### src/rtl/tag_index_arbiter.sv
// Round-robin AR/AW front-end: issues a set-index tag read, then pushes {dir, tid, addr} to the tag FIFO.
// Optional macro TAG_INDEX_HASH_EN folds the next INDEX_WIDTH address bits into the set index by XOR.
module tag_index_arbiter #(
  parameter int unsigned ADDR_WIDTH      = 64,
  parameter int unsigned ID_WIDTH        = 16,
  parameter int unsigned INDEX_WIDTH     = 4,
  parameter int unsigned OFFSET_WIDTH    = 4,
  parameter int unsigned TID_WIDTH       = 10,
  parameter int unsigned MAX_OUTSTANDING = 8
) (
  input  logic                                     clk,
  input  logic                                     rst_n,
  input  logic [ID_WIDTH-1:0]                      arid_i,
  input  logic [ADDR_WIDTH-1:0]                    araddr_i,
  input  logic [7:0]                               arlen_i,
  input  logic                                     arvalid_i,
  output logic                                     arready_o,
  input  logic [ID_WIDTH-1:0]                      awid_i,
  input  logic [ADDR_WIDTH-1:0]                    awaddr_i,
  input  logic [7:0]                               awlen_i,
  input  logic                                     awvalid_i,
  output logic                                     awready_o,
  output logic [ID_WIDTH-1:0]                      arid_o,
  output logic [ADDR_WIDTH-1:0]                    araddr_o,
  output logic [7:0]                               arlen_o,
  output logic                                     arvalid_o,
  input  logic                                     arready_i,
  input  logic                                     tag_fifo_afull_i,
  output logic                                     tag_fifo_wren_o,
  output logic [TID_WIDTH+ADDR_WIDTH:0]            tag_fifo_data_o,
  input  logic                                     done_i,
  output logic [$clog2(MAX_OUTSTANDING+1)-1:0]     inflight_o
);

  localparam int unsigned CNT_W  = $clog2(MAX_OUTSTANDING + 1);
  localparam int unsigned DATA_W = 1 + TID_WIDTH + ADDR_WIDTH;

  typedef enum logic [1:0] {S_IDLE, S_ISSUE, S_PUSH} state_e;

  state_e state_q, state_d;

  logic                  arvalid_q, arvalid_d;
  logic [ID_WIDTH-1:0]   arid_q, arid_d;
  logic [7:0]            arlen_q, arlen_d;
  logic [ADDR_WIDTH-1:0] araddr_q, araddr_d;
  logic [ADDR_WIDTH-1:0] addr_q, addr_d;
  logic                  dir_q, dir_d;
  logic                  last_wr_q, last_wr_d;
  logic                  wren_q, wren_d;
  logic [DATA_W-1:0]     data_q, data_d;
  logic [TID_WIDTH-1:0]  tid_q, tid_d;
  logic [CNT_W-1:0]      inflight_q, inflight_d;

  logic                   eligible_c;
  logic                   grant_wr_c;
  logic                   accept_c;
  logic [ID_WIDTH-1:0]    sel_id_c;
  logic [7:0]             sel_len_c;
  logic [ADDR_WIDTH-1:0]  sel_addr_c;
  logic [INDEX_WIDTH-1:0] index_c;
  logic [ADDR_WIDTH-1:0]  index_addr_c;
  logic [TID_WIDTH-1:0]   tid_next_c;

  // Arbitration: only in IDLE, with FIFO room and below the in-flight cap; ties go opposite the last grant.
  assign eligible_c = (state_q == S_IDLE) && !tag_fifo_afull_i &&
                      (inflight_q < CNT_W'(MAX_OUTSTANDING));
  assign grant_wr_c = awvalid_i && (!arvalid_i || !last_wr_q);
  assign arready_o  = eligible_c && arvalid_i && !grant_wr_c;
  assign awready_o  = eligible_c && grant_wr_c;
  assign accept_c   = arready_o || awready_o;

  assign sel_id_c   = grant_wr_c ? awid_i   : arid_i;
  assign sel_len_c  = grant_wr_c ? awlen_i  : arlen_i;
  assign sel_addr_c = grant_wr_c ? awaddr_i : araddr_i;

`ifdef TAG_INDEX_HASH_EN
  assign index_c = sel_addr_c[OFFSET_WIDTH +: INDEX_WIDTH] ^
                   sel_addr_c[OFFSET_WIDTH + INDEX_WIDTH +: INDEX_WIDTH];
`else
  assign index_c = sel_addr_c[OFFSET_WIDTH +: INDEX_WIDTH];
`endif

  assign index_addr_c = ADDR_WIDTH'(index_c) << OFFSET_WIDTH;

  // TID 0 is reserved, so the counter wraps from all-ones back to 1.
  assign tid_next_c = (tid_q == {TID_WIDTH{1'b1}}) ? TID_WIDTH'(1) : tid_q + TID_WIDTH'(1);

  always_ff @(posedge clk or negedge rst_n) begin
    if (!rst_n) state_q <= S_IDLE;
    else        state_q <= state_d;
  end

  always_comb begin
    state_d = state_q;
    case (state_q)
      S_IDLE:  if (accept_c)  state_d = S_ISSUE;
      S_ISSUE: if (arready_i) state_d = S_PUSH;
      S_PUSH:                 state_d = S_IDLE;
      default:                state_d = S_IDLE;
    endcase
  end

  always_comb begin
    arvalid_d  = arvalid_q;
    arid_d     = arid_q;
    arlen_d    = arlen_q;
    araddr_d   = araddr_q;
    addr_d     = addr_q;
    dir_d      = dir_q;
    last_wr_d  = last_wr_q;
    wren_d     = 1'b0;
    data_d     = data_q;
    tid_d      = tid_q;
    inflight_d = inflight_q;
    case (state_q)
      S_IDLE: begin
        if (accept_c) begin
          arvalid_d = 1'b1;
          arid_d    = sel_id_c;
          arlen_d   = sel_len_c;
          araddr_d  = index_addr_c;
          addr_d    = sel_addr_c;
          dir_d     = grant_wr_c;
          last_wr_d = grant_wr_c;
        end
      end
      S_ISSUE: begin
        if (arready_i) begin
          arvalid_d = 1'b0;
          wren_d    = 1'b1;
          data_d    = {dir_q, tid_q, addr_q};
        end
      end
      S_PUSH:  tid_d = tid_next_c;
      default: ;
    endcase
    // A retire arriving in the push cycle cancels the increment; retires at zero are dropped.
    if (wren_q && !done_i) begin
      inflight_d = inflight_q + CNT_W'(1);
    end else if (!wren_q && done_i && (inflight_q != '0)) begin
      inflight_d = inflight_q - CNT_W'(1);
    end
  end

  always_ff @(posedge clk or negedge rst_n) begin
    if (!rst_n) begin
      arvalid_q  <= 1'b0;
      arid_q     <= '0;
      arlen_q    <= '0;
      araddr_q   <= '0;
      addr_q     <= '0;
      dir_q      <= 1'b0;
      last_wr_q  <= 1'b1;
      wren_q     <= 1'b0;
      data_q     <= '0;
      tid_q      <= TID_WIDTH'(1);
      inflight_q <= '0;
    end else begin
      arvalid_q  <= arvalid_d;
      arid_q     <= arid_d;
      arlen_q    <= arlen_d;
      araddr_q   <= araddr_d;
      addr_q     <= addr_d;
      dir_q      <= dir_d;
      last_wr_q  <= last_wr_d;
      wren_q     <= wren_d;
      data_q     <= data_d;
      tid_q      <= tid_d;
      inflight_q <= inflight_d;
    end
  end

  assign arvalid_o       = arvalid_q;
  assign arid_o          = arid_q;
  assign arlen_o         = arlen_q;
  assign araddr_o        = araddr_q;
  assign tag_fifo_wren_o = wren_q;
  assign tag_fifo_data_o = data_q;
  assign inflight_o      = inflight_q;

endmodule

### config.mk
export PLATFORM = sky130hd
export DESIGN_NAME = tag_index_arbiter
export DESIGN_NICKNAME = d
export VERILOG_FILES = /design/src/rtl/tag_index_arbiter.sv
export SDC_FILE = /design/constraint.sdc
export NUM_CORES = 1
export LEC_CHECK = 0
export BUFFER_PORTS_ARGS = -buffer_cell sky130_fd_sc_hd__buf_2
export CAP_MARGIN = 20
export CORE_MARGIN = 5
export CORE_UTILIZATION = 48
export DETAILED_ROUTE_END_ITERATION = 8
export PLACE_DENSITY = 0.8
export SYNTH_ARGS = -nofsm -noshare
export SYNTH_HDL_FRONTEND = slang
export SYNTH_SLANG_ARGS = --single-unit
### constraint.sdc
create_clock -name clk -period 1.9 [get_ports clk]
set_clock_uncertainty 0.05 [all_clocks]
set_input_delay 0.285 -clock clk [delete_from_list [all_inputs] [get_ports clk]]
set_output_delay 0.285 -clock clk [all_outputs]
set_load 0.05 [all_outputs]
==> impl_metrics.py <==
metrics = {
    "worst_setup_path": {
        "r2r_cells": 6,
        "cp_max_fo": 4,
        "cp-start-kind": "flip-flop",
        "rrSetupSlack_ps": 150,
        "crit_start": "state_q[0]",
        "criticalPathCategory": "flip-flop to output port",
        "r2r_start": "tag_fifo_wren_o",
        "critPathTopFamily": "simple AND/OR/NAND/NOR gates",
        "cp.required_ps": 1560,
        "cp_num_cells": 4,
        "worstPathBufferInverterCount": 1,
        "crit_slowest_cell": "dfrtp_1",
        "critical_path.max_stage_delay_ps": 400,
        "cp_cell_sequence": "nor4_4 > nand2_1 > nor2_2 > buf_12",
        "endpoint_kind": "output port",
        "arrival_ps": 1660,
    },
    "synthesis": {
        "netlist_area_sq_um": 8310,
        "ys_seq_elements": 183,
        "ys.flop_type": "dfrtp_1",
        "synth_enable_flop_cells": 0,
        "async_flop_share_pct": 100.0,
        "synthCells": 860,
        "ys_warn_count": 0,
        "synth.distinct_cells": 39,
        "ys_seq_area_share_pct": 55.13,
        "avgSynthCellArea_sq_um": 9.663,
    },
    "timing": {
        "fin_tns_setup_ps": -97.50,
        "period_share_pct": 105.1,
        "max_freq_mhz": 500.6,
        "rsz0062_at_grt": "yes",
        "final_max_slew_viol_count": 0,
        "period_minus_slack_ps": 1998,
        "worst_slack_ps": -97.50,
        "hold_violations": 0,
        "slew_headroom_pct": 65.48,
        "setup_viol": 1,
        "tightest_slew_ps": 516.7,
    },
    "min_path": {
        "worstHoldPathCells": 2,
        "hold_start": "arready_i",
        "hold_path_class": "primary input to flip-flop",
    },
    "floorplan": {
        "dieArea_sq_um": 20040,
        "rows": 48,
        "die_w_um": 141.6,
        "design.core.area_sq_um": 17120,
        "die-height_um": 141.6,
        "start_util_pct": 48.55,
        "io_pins": 354,
    },
    "power": {
        "vdd_drop_max_mv": 1.234,
        "p_leak_nw": 5.851,
        "pwr_density_cell_nw_per_um2": 1824,
    },
    "finish": {
        "final_common_cell": "nand2_1",
        "drive_above_1_share_pct": 31.23,
        "area_delta_synth_final_pct": 26.78,
        "diodes": 0,
        "fin_util_pct": 61.56,
        "nNetsFinal": 1330,
        "layout_common_cells": "325 x nand2_1, 290 x buf_2, 179 x dfrtp_1, 90 x mux2i_1, 60 x conb_1",
    },
    "global_routing": {
        "grt_max_degree": 77,
        "track_usage_pct": 20.49,
        "antenna_found_initial": 1,
        "grt_pass1_wl_mm": 32.89,
        "grt_remaining_overflow": 0,
        "grt_pass1_vias": 6564,
    },
    "detailed_routing": {
        "drc": 0,
        "vias": 6517,
        "firstDrtPassIters": 4,
        "drtIter0Drc": 282,
        "postRouteAntennaNets": 0,
        "wl_per_cell_um": 15.00,
        "routed_wl_mm": 20.71,
        "via_per_inst": 4.719,
    },
    "outcome": {
        "failed_checks": "setup timing",
        "status": "finished with violations",
    },
    "place": {
        "portBuffers": 293,
        "dp_hpwl_mm": 15.30,
        "gp_routability_congestion": 0.8523,
    },
    "clock_network": {
        "insertion_delay_ps": 420,
        "cts_sinks": 183,
        "htree_num_levels": 4,
        "cts_buffers": 17,
        "cts_tree": "built",
        "max-clock-path-buffers": 2,
        "cts.clk_slew.worst_paths_ps": 70,
        "ctsRootBufferMaster": "clkbuf_16",
    },
    "flow_run": {
        "maxCapViolCount": 0,
    },
}
[final timing paths]
kind	endpoint
worst min-delay path	state_q[0]
worst min register to register	tag_fifo_data_o[2]
worst max-delay path	arready_o
min in group asynchronous	arlen_o[4]
max in group asynchronous	tid_q[0]
worst max register to register	inflight_o[3]
[layer usage]
layer  track usage [%]  vias to the layer above  wire (um)
li1                  -                     3237          -
met1             25.67                     3031       8312
met2             35.00                      223      10590
met3             5.527                       24       1485
met4             5.909                        2        308
met5                 0                        -         13
[synth_stat cells, types with 2 or more instances]
cell,number,area (sq um)
nand2_1,325,1220
dfrtp_1,181,4529
mux2i_1,90,900.9
buf_4,65,488.0
o21ai_0,58,290.3
o21ai_1,35,175.2
buf_2,29,145.1
clkbuf_1,14,52.55
nor2_1,7,26.28
xnor2_1,6,52.55
a21oi_1,4,20.02
buf_6,4,45.04
nand2b_1,4,25.02
ha_1,3,37.54
nand3_1,3,15.01
xor2_1,3,26.28
a21o_1,2,15.01
a31oi_1,2,12.51
dfstp_2,2,52.55
inv_1,2,7.510
nand4_1,2,12.51
nor3_1,2,10.01
[what timing repair did]
action | CTS | global route
gates resized for setup | 5 | 5
hold buffers | 1 | 0
buffers inserted | 8 | 0
hold endpoints to repair | 36 | 0
pin swaps | 4 | 2
endpoints found under the setup margin | 2 | 5
[final cells by class]
cell class	instances	area (sq um)
Clock inverter	15	163.9
Sequential cell	183	4584
Tap cell	225	281.5
Fill cell	1442	6580
Timing Repair Buffer	317	1834
Multi-Input combinational cell	621	3236
Inverter	3	11.26
Clock buffer	17	425.4
[per-stage QoR]
stage	instance area [sq um]	instances	hold WS, ps	power, mW	setup slack, ps
final	10540	1381	37.37	19.22	-97.50
after floorplan	8536	919	-60.59	13.44	-37.16
after detailed placement	9858	1342	184.4	15.75	-4.071
after CTS	10540	1383	13.33	19.40	-132.0
after global placement	9858	1342	179.8	15.47	73.07
after global routing	10540	1381	29.11	20.39	-201.5
[flip-flops by register name, summed over array words and instances, names as in the netlist]
name             count
tag_fifo_data_o     75
dir_q                1
state_q              2
arlen_o              8
last_wr_q            1
arid_o              16
tid_q               10
inflight_o           4
arvalid_o            1
addr_q              64
tag_fifo_wren_o      1
[power breakdown]
| group | internal, mW | switching (mW) |
|---|---|---|
| clock | 1.87 | 1.64 |
| combinational | 2.29 | 6.73 |
| sequential | 5.68 | 1.02 |
[logic make-up after synthesis]
group,count (synthesis),synth area share [%]
AO/OA/AOI/OAI,106,6.670
XOR/XNOR,9,0.9486
adder cells (fa/ha/maj),4,0.6926
buffers and inverters,115,8.928
flip-flops,183,55.13
multiplexers,91,10.98
other,1,0.04512
AND/OR/NAND/NOR,351,16.61
Power figures use the tool's default switching activity.
